[config.mk]
export PLATFORM = sky130hd
export DESIGN_NAME = aipp_tx_framer_flat
export DESIGN_NICKNAME = d
export VERILOG_FILES = /design/src/rtl/aipp_pkg.sv /design/src/rtl/aipp_tx_framer_if.sv /design/src/rtl/aipp_hdr_pack.sv /design/src/rtl/aipp_tx_framer.sv /design/src/flat_wrapper.sv
export SDC_FILE = /design/constraint.sdc
export NUM_CORES = 1
export LEC_CHECK = 0
export ABC_CLOCK_PERIOD_IN_PS = 3170
export BUFFER_PORTS_ARGS = -buffer_cell sky130_fd_sc_hd__buf_2
export CORE_MARGIN = 1.5
export CORE_UTILIZATION = 59
export DETAILED_ROUTE_END_ITERATION = 8
export PLACE_DENSITY = 0.86
export SLEW_MARGIN = 5
export SYNTH_ARGS = -nofsm -noshare
export SYNTH_HDL_FRONTEND = slang
export SYNTH_SLANG_ARGS = --single-unit
[constraint.sdc]
create_clock -name clk -period 3.17 [get_ports clk]
set_clock_uncertainty 0.15 [all_clocks]
set_input_delay 0.317 -clock clk [delete_from_list [all_inputs] [get_ports clk]]
set_output_delay 0.317 -clock clk [all_outputs]
set_load 0.1 [all_outputs]
[src/rtl/aipp_pkg.sv]
// Shared AIPP definitions, used by both the transmit framer and the far-end
// header parser.
//   HDR_W / field offsets : 128-bit pre-charge header layout
//   OPC_PRECHARGE         : opcode placed in header byte 0
//   aipp_hdr_t            : packed view of the header (bit 0 = opcode LSB)
//   hdr_csum()            : XOR of the bytes below the checksum field
package aipp_pkg;

    localparam int unsigned HDR_W         = 128;
    localparam logic [7:0]  OPC_PRECHARGE = 8'h10;

    localparam int unsigned OPC_LSB   = 0;
    localparam int unsigned DELAY_LSB = 8;
    localparam int unsigned VOLT_LSB  = 40;
    localparam int unsigned SEQ_LSB   = 72;
    localparam int unsigned CSUM_LSB  = 80;

    localparam int unsigned OPC_W   = 8;
    localparam int unsigned DELAY_W = 32;
    localparam int unsigned VOLT_W  = 32;
    localparam int unsigned SEQ_W   = 8;
    localparam int unsigned CSUM_W  = 8;

    typedef struct packed {
        logic [HDR_W-CSUM_LSB-CSUM_W-1:0] rsvd;
        logic [CSUM_W-1:0]                csum;
        logic [SEQ_W-1:0]                 seq;
        logic [VOLT_W-1:0]                voltage_mv;
        logic [DELAY_W-1:0]               delay_us;
        logic [OPC_W-1:0]                 opcode;
    } aipp_hdr_t;

    function automatic logic [CSUM_W-1:0] hdr_csum(input logic [CSUM_LSB-1:0] body);
        logic [CSUM_W-1:0] acc;
        acc = '0;
        for (int unsigned i = 0; i < CSUM_LSB / 8; i++) begin
            acc ^= body[i*8 +: 8];
        end
        return acc;
    endfunction

endpackage

[src/rtl/aipp_tx_framer_if.sv]
// Scheduler-request and link-beat channels of the AIPP transmit framer.
//   req_*  : pre-charge request (valid/ready) plus one-cycle reject pulse
//   tx_*   : header beats to the link (valid/ready), tx_last on final beat
// Modports:
//   master : the framer (accepts requests, drives beats)
//   slave  : the environment (scheduler and link)
interface aipp_tx_framer_if #(
    parameter int unsigned BEAT_W = 32
);
    logic              req_valid;
    logic              req_ready;
    logic [31:0]       req_delay_us;
    logic [31:0]       req_voltage_mv;
    logic              req_err;
    logic              tx_valid;
    logic              tx_ready;
    logic [BEAT_W-1:0] tx_data;
    logic              tx_last;

    modport master (
        input  req_valid, req_delay_us, req_voltage_mv, tx_ready,
        output req_ready, req_err, tx_valid, tx_data, tx_last
    );

    modport slave (
        output req_valid, req_delay_us, req_voltage_mv, tx_ready,
        input  req_ready, req_err, tx_valid, tx_data, tx_last
    );
endinterface

[src/rtl/aipp_hdr_pack.sv]
// Combinational AIPP header packer.
//   opcode, delay_us, voltage_mv, seq : header fields
//   hdr                               : 128-bit header with checksum byte
//                                       and zeroed reserved bits
module aipp_hdr_pack
    import aipp_pkg::*;
(
    input  logic [OPC_W-1:0]   opcode,
    input  logic [DELAY_W-1:0] delay_us,
    input  logic [VOLT_W-1:0]  voltage_mv,
    input  logic [SEQ_W-1:0]   seq,
    output aipp_hdr_t          hdr
);
    logic [HDR_W-1:0] word;

    always_comb begin
        word = '0;
        word[OPC_LSB   +: OPC_W]   = opcode;
        word[DELAY_LSB +: DELAY_W] = delay_us;
        word[VOLT_LSB  +: VOLT_W]  = voltage_mv;
        word[SEQ_LSB   +: SEQ_W]   = seq;
        word[CSUM_LSB  +: CSUM_W]  = hdr_csum(word[CSUM_LSB-1:0]);
        hdr = aipp_hdr_t'(word);
    end
endmodule

[src/rtl/aipp_tx_framer.sv]
// AIPP pre-charge transmit framer.
// Accepts range-checked pre-charge requests, builds the 128-bit header and
// streams it LSB-first as HDR_W/BEAT_W beats with valid/ready backpressure.
//   clk, rst_n : clock, asynchronous active-low reset
//   bus        : request and beat channels (aipp_tx_framer_if.master)
//   seq_num    : sequence number the next legal request will carry
//   busy       : a frame is in flight
// All outputs are registered; tx_ready only affects next-state logic.
module aipp_tx_framer
    import aipp_pkg::*;
#(
    parameter int unsigned BEAT_W         = 32,
    parameter int unsigned MAX_DELAY_US   = 1000000,
    parameter int unsigned MAX_VOLTAGE_MV = 1500
) (
    input  logic              clk,
    input  logic              rst_n,
    aipp_tx_framer_if.master  bus,
    output logic [7:0]        seq_num,
    output logic              busy
);
    localparam int unsigned NUM_BEATS = HDR_W / BEAT_W;
    localparam int unsigned IDX_W     = (NUM_BEATS > 1) ? $clog2(NUM_BEATS) : 1;
    localparam logic [IDX_W-1:0] LAST_IDX = IDX_W'(NUM_BEATS - 1);
    localparam logic [31:0] MAX_D = 32'(MAX_DELAY_US);
    localparam logic [31:0] MAX_V = 32'(MAX_VOLTAGE_MV);

    typedef enum logic {
        ST_IDLE,
        ST_SEND
    } tx_state_e;

    tx_state_e        state;
    logic [IDX_W-1:0] beat_idx;
    logic [HDR_W-1:0] shreg;
    logic [7:0]       seq_q;
    logic             ready_q;
    logic             err_q;
    logic             valid_q;
    logic             last_q;
    logic             busy_q;
    aipp_hdr_t        hdr_next;
    logic             legal;

    aipp_hdr_pack u_pack (
        .opcode     (OPC_PRECHARGE),
        .delay_us   (bus.req_delay_us),
        .voltage_mv (bus.req_voltage_mv),
        .seq        (seq_q),
        .hdr        (hdr_next)
    );

    assign legal = (bus.req_delay_us <= MAX_D) && (bus.req_voltage_mv <= MAX_V);

    // The header sits in a right-shifting register, so the current beat is
    // always its low BEAT_W bits.
    always_ff @(posedge clk or negedge rst_n) begin
        if (!rst_n) begin
            state    <= ST_IDLE;
            beat_idx <= '0;
            shreg    <= '0;
            seq_q    <= '0;
            ready_q  <= 1'b0;
            err_q    <= 1'b0;
            valid_q  <= 1'b0;
            last_q   <= 1'b0;
            busy_q   <= 1'b0;
        end else begin
            err_q <= 1'b0;
            case (state)
                ST_IDLE: begin
                    ready_q <= 1'b1;
                    if (ready_q && bus.req_valid) begin
                        if (legal) begin
                            state    <= ST_SEND;
                            ready_q  <= 1'b0;
                            valid_q  <= 1'b1;
                            busy_q   <= 1'b1;
                            last_q   <= (LAST_IDX == '0);
                            shreg    <= hdr_next;
                            beat_idx <= '0;
                            seq_q    <= seq_q + 8'd1;
                        end else begin
                            err_q <= 1'b1;
                        end
                    end
                end
                ST_SEND: begin
                    // valid_q is held high for the whole SEND state.
                    if (bus.tx_ready) begin
                        if (last_q) begin
                            state    <= ST_IDLE;
                            ready_q  <= 1'b1;
                            valid_q  <= 1'b0;
                            busy_q   <= 1'b0;
                            last_q   <= 1'b0;
                            shreg    <= '0;
                            beat_idx <= '0;
                        end else begin
                            beat_idx <= beat_idx + IDX_W'(1);
                            shreg    <= shreg >> BEAT_W;
                            last_q   <= ((beat_idx + IDX_W'(1)) == LAST_IDX);
                        end
                    end
                end
                default: state <= ST_IDLE;
            endcase
        end
    end

    assign bus.req_ready = ready_q;
    assign bus.req_err   = err_q;
    assign bus.tx_valid  = valid_q;
    assign bus.tx_last   = last_q;
    assign bus.tx_data   = shreg[BEAT_W-1:0];
    assign seq_num       = seq_q;
    assign busy          = busy_q;
endmodule
[src/flat_wrapper.sv]
// flat-port wrapper written by rule: the top's interface ports become plain ports
module aipp_tx_framer_flat import aipp_pkg::*;
#(
    parameter int unsigned BEAT_W         = 32,
    parameter int unsigned MAX_DELAY_US   = 1000000,
    parameter int unsigned MAX_VOLTAGE_MV = 1500
)
  (clk, rst_n, seq_num, busy, bus_req_valid, bus_req_delay_us, bus_req_voltage_mv, bus_tx_ready, bus_req_ready, bus_req_err, bus_tx_valid, bus_tx_data, bus_tx_last);
  aipp_tx_framer_if #(.BEAT_W(BEAT_W)) bus_i ();
  input  logic clk;
  input  logic rst_n;
  output logic [7:0] seq_num;
  output logic busy;
  input wire logic [$bits(bus_i.req_valid)-1:0] bus_req_valid;
  input wire logic [$bits(bus_i.req_delay_us)-1:0] bus_req_delay_us;
  input wire logic [$bits(bus_i.req_voltage_mv)-1:0] bus_req_voltage_mv;
  input wire logic [$bits(bus_i.tx_ready)-1:0] bus_tx_ready;
  output wire logic [$bits(bus_i.req_ready)-1:0] bus_req_ready;
  output wire logic [$bits(bus_i.req_err)-1:0] bus_req_err;
  output wire logic [$bits(bus_i.tx_valid)-1:0] bus_tx_valid;
  output wire logic [$bits(bus_i.tx_data)-1:0] bus_tx_data;
  output wire logic [$bits(bus_i.tx_last)-1:0] bus_tx_last;
  assign bus_i.req_valid = bus_req_valid;
  assign bus_i.req_delay_us = bus_req_delay_us;
  assign bus_i.req_voltage_mv = bus_req_voltage_mv;
  assign bus_i.tx_ready = bus_tx_ready;
  assign bus_req_ready = bus_i.req_ready;
  assign bus_req_err = bus_i.req_err;
  assign bus_tx_valid = bus_i.tx_valid;
  assign bus_tx_data = bus_i.tx_data;
  assign bus_tx_last = bus_i.tx_last;
  aipp_tx_framer #(.BEAT_W(BEAT_W), .MAX_DELAY_US(MAX_DELAY_US), .MAX_VOLTAGE_MV(MAX_VOLTAGE_MV)) u_core (.clk(clk), .rst_n(rst_n), .bus(bus_i), .seq_num(seq_num), .busy(busy));
endmodule
==> results.py <==
metrics = {
    "cts": {
        "max-clock-path-buffers": 2,
        "htree_num_levels": 3,
        "clk_pin_slew_ns": 0.09,
        "postCtsSetupBuffers": 0,
        "tritoncts": "built",
        "cts-root-buf": "clkbuf_8",
        "worst_skew_pair.late_latency_ns": 0.36,
        "cts_made_buffers": 9,
        "clock-sinks": 103,
    },
    "floorplanning": {
        "placement_rows": 33,
        "coreArea_mm2": 0.008299,
        "die-width_um": 95.86,
        "io-pin-count": 113,
        "die_h_um": 95.86,
        "die_area_mm2": 0.009189,
        "initial_utilization": 0.6130,
    },
    "grt": {
        "first_global_vias": 3755,
        "antenna_found_initial": 0,
        "grt_util_all_layers": 0.2732,
        "pin_count_of_the_biggest_net_entering_global_routing": 66,
        "globalRoute.totalOverflow": 0,
        "wire_length_of_the_first_global_routing_pass_um": 18720,
    },
    "critical_path": {
        "cpMaxStageDelayCell": "nand2_1",
        "end_kind": "flop",
        "timing.setup.critical_path_class": "in -> reg",
        "cp.required_ns": 3.30,
        "cp_cell_sequence": "buf_2 -> nor4_1 -> nand4_1 -> nor3_1 -> nand4_2 -> nand2_1 -> buf_4 -> a2bb2oi_1",
        "cp-start-kind": "primary input",
        "ff_to_ff_path_depth": 5,
        "worstPathArrival_ns": 2.57,
        "critPathMaxFanout": 15,
        "worst_path_largest_cell_delay_ns": 0.48,
    },
    "min_path": {
        "min-delay-path-class": "in -> reg",
        "hold_path_cell_cnt": 4,
    },
    "logic_synthesis": {
        "synth.distinct_cells": 40,
        "synth_top_area_cell": "dfrtp_1",
        "syn-instance-count": 479,
        "syn-mean-instance-area_um2": 10.62,
        "post-synth-top-area-fraction": 0.5066,
        "syn_area_mm2": 0.005087,
        "postSynth.topFlopCell": "dfrtp_1",
        "async_reset_ff_frac": 1.000,
        "warning_count_from_the_yosys_run": 0,
        "ys_top_cells_by_area": "dfrtp_1 51%, xnor2_1 10%, buf_4 5.0%",
        "most_instantiated_library_cell_after_synthesis": "dfrtp_1",
        "mappedNetlistNets": 549,
        "ys_seq_elements": 103,
        "seq_area_frac_synth": 0.5066,
        "netlist_top_cells_count": "103 x dfrtp_1, 59 x xnor2_1, 52 x nand2_1, 42 x o21ai_0, 34 x buf_4",
        "edff_count_synth": 0,
    },
    "place": {
        "placed_cells": 644,
        "detailed_place_hpwl_um": 8566,
        "place.port_buffers": 112,
        "place_congestion": 0.8822,
    },
    "sta": {
        "slew_headroom": 0.5641,
        "finalHoldViolations": 0,
        "setup_tns_ns": 0,
        "rsz0062_at_grt": "no",
        "finalCritPeriodShare": 0.7687,
        "slew_violations": 0,
        "timing.final.setup_violations": 0,
        "hold-worst-slack_ns": 0.1212,
        "worstMarginPinSlew_ns": 0.6538,
        "clock.fmax_mhz": 410.4,
        "finalWorstPathRequiredPeriod_ns": 2.437,
    },
    "drt": {
        "first_iter_violations": 379,
        "detailedRoute.firstPassIterationCount": 5,
        "drc_errors": 0,
        "detail_route.wl_per_cell_um": 17.97,
        "wirelength_um": 11860,
        "vias_per_cell": 5.911,
        "detailroute.via_count": 3901,
        "antenna_violating_nets_post_route": 0,
    },
    "status": {
        "status": "finished, final reports clean",
    },
    "finish": {
        "area_growth_from_synthesis_to_layout_pct": 11.95,
        "antenna_cells_inserted": 0,
        "post_route_cells_drive_above_1_share": 0.2721,
        "final.fill_count": 599,
        "nets": 621,
        "fin_cells": 660,
    },
    "power": {
        "finalPower_mw": 2.416,
        "power_density_mw_per_mm2": 424.2,
        "vdd_ir_drop_max_uv": 211.4,
        "power.static_leakage_nw": 2.862,
    },
    "flow_run": {
        "cap_viol_max_count": 0,
    },
}
-- routing by layer --
| metal | vias up | share of wire | track usage |
|---|---|---|---|
| met5 | - | 0 | 0 |
| met4 | 0 | 0.021 | 0.1176 |
| met3 | 23 | 0.065 | 0.04502 |
| met2 | 180 | 0.48 | 0.4266 |
| met1 | 1924 | 0.43 | 0.3775 |
| li1 | 1774 | - | - |
-- kinds of logic after synthesis --
kind of cell / count (synthesis) / share of synthesized area
and+or+nand+nor: 119 / 0.1183
muxes: 9 / 0.01992
xor gates and xnor gates: 71 / 0.1237
DFF: 103 / 0.5066
buffers and inverters: 74 / 0.08140
adders and majority gates: 2 / 0.004918
AOI/OAI and AO/OA: 101 / 0.1451
-- what timing repair did --
item,in CTS,in global routing
gates resized for setup,0,0
endpoints found under the hold margin,53,0
hold buffers,1,0
-- power by group --
part	internal [mW]	leakage (nW)	switching, mW
Clock	0.386	0.0920	0.439
Sequential	1.31	1.43	0.000117
Combinational	0.123	1.34	0.154
-- critical path: cells and delay by family --
family	cells	cell delay, ns
AOI/OAI and AO/OA	1	0.18
buffers and inverters	2	0.42
and+or+nand+nor	5	1.65
-- sequential cells by signal, summed over array words and instances (netlist names) --
signal	count
u_core.shreg	88
u_core.seq_num	8
u_core.beat_idx	2
u_core.bus.req_err	1
u_core.bus.req_ready	1
u_core.bus.tx_last	1
u_core.bus.tx_valid	1
u_core.state	1
-- per-stage QoR --
stage	cell area [µm²]	util	setup WS, ns
global route	5695	0.6863	0.5376
finish	5695	0.6863	0.7331
floorplan	5087	-	0.8155
detailed placement	5490	0.6615	0.4028
CTS	5695	0.6863	0.7759
global placement	5490	0.6615	0.5252
-- final timing paths --
kind	start	end	slack (ns)
max	bus_req_voltage_mv[11]	u_core.shreg[23]$_DFFE_PN0P_	0.73
min	bus_tx_ready	u_core.state$_DFF_PN0_	0.12
max reg2reg	u_core.state$_DFF_PN0_	u_core.shreg[23]$_DFFE_PN0P_	0.87
min reg2reg	u_core.shreg[85]$_DFFE_PN0P_	u_core.shreg[53]$_DFFE_PN0P_	0.34
max in group asynchronous	rst_n	u_core.shreg[46]$_DFFE_PN0P_	1.67
min in group asynchronous	rst_n	u_core.shreg[3]$_DFFE_PN0P_	0.38
-- cell usage in the layout, fill, tap and decap left out, types with 4 or more instances in the layout --
cell type,synthesis,routed
a2bb2oi_1,23,23
o21ai_0,42,42
and3_1,16,16
xnor2_1,59,59
nand4_1,5,5
nand3_1,15,15
dfrtp_1,103,103
mux2_2,8,8
nor4_1,8,8
a22o_1,24,24
buf_4,34,11
xor2_1,11,11
a32o_1,4,4
clkbuf_8,0,10
inv_1,12,12
buf_2,7,111
nand2_1,52,52
nor2_1,8,8
-- final cells by class --
| type | instances | area, µm² | area share |
|---|---|---|---|
| clock inverter | 4 | 53.80 | 0.009446 |
| clock buffer | 11 | 141.4 | 0.02482 |
| sequential | 103 | 2577 | 0.4525 |
| multi-input combinational | 302 | 2098 | 0.3684 |
| timing repair buffer | 123 | 648.1 | 0.1138 |
| inverter | 12 | 45.04 | 0.007909 |
| tap | 105 | 131.4 | 0.02307 |
No activity file was read; power rests on OpenSTA's default activity.
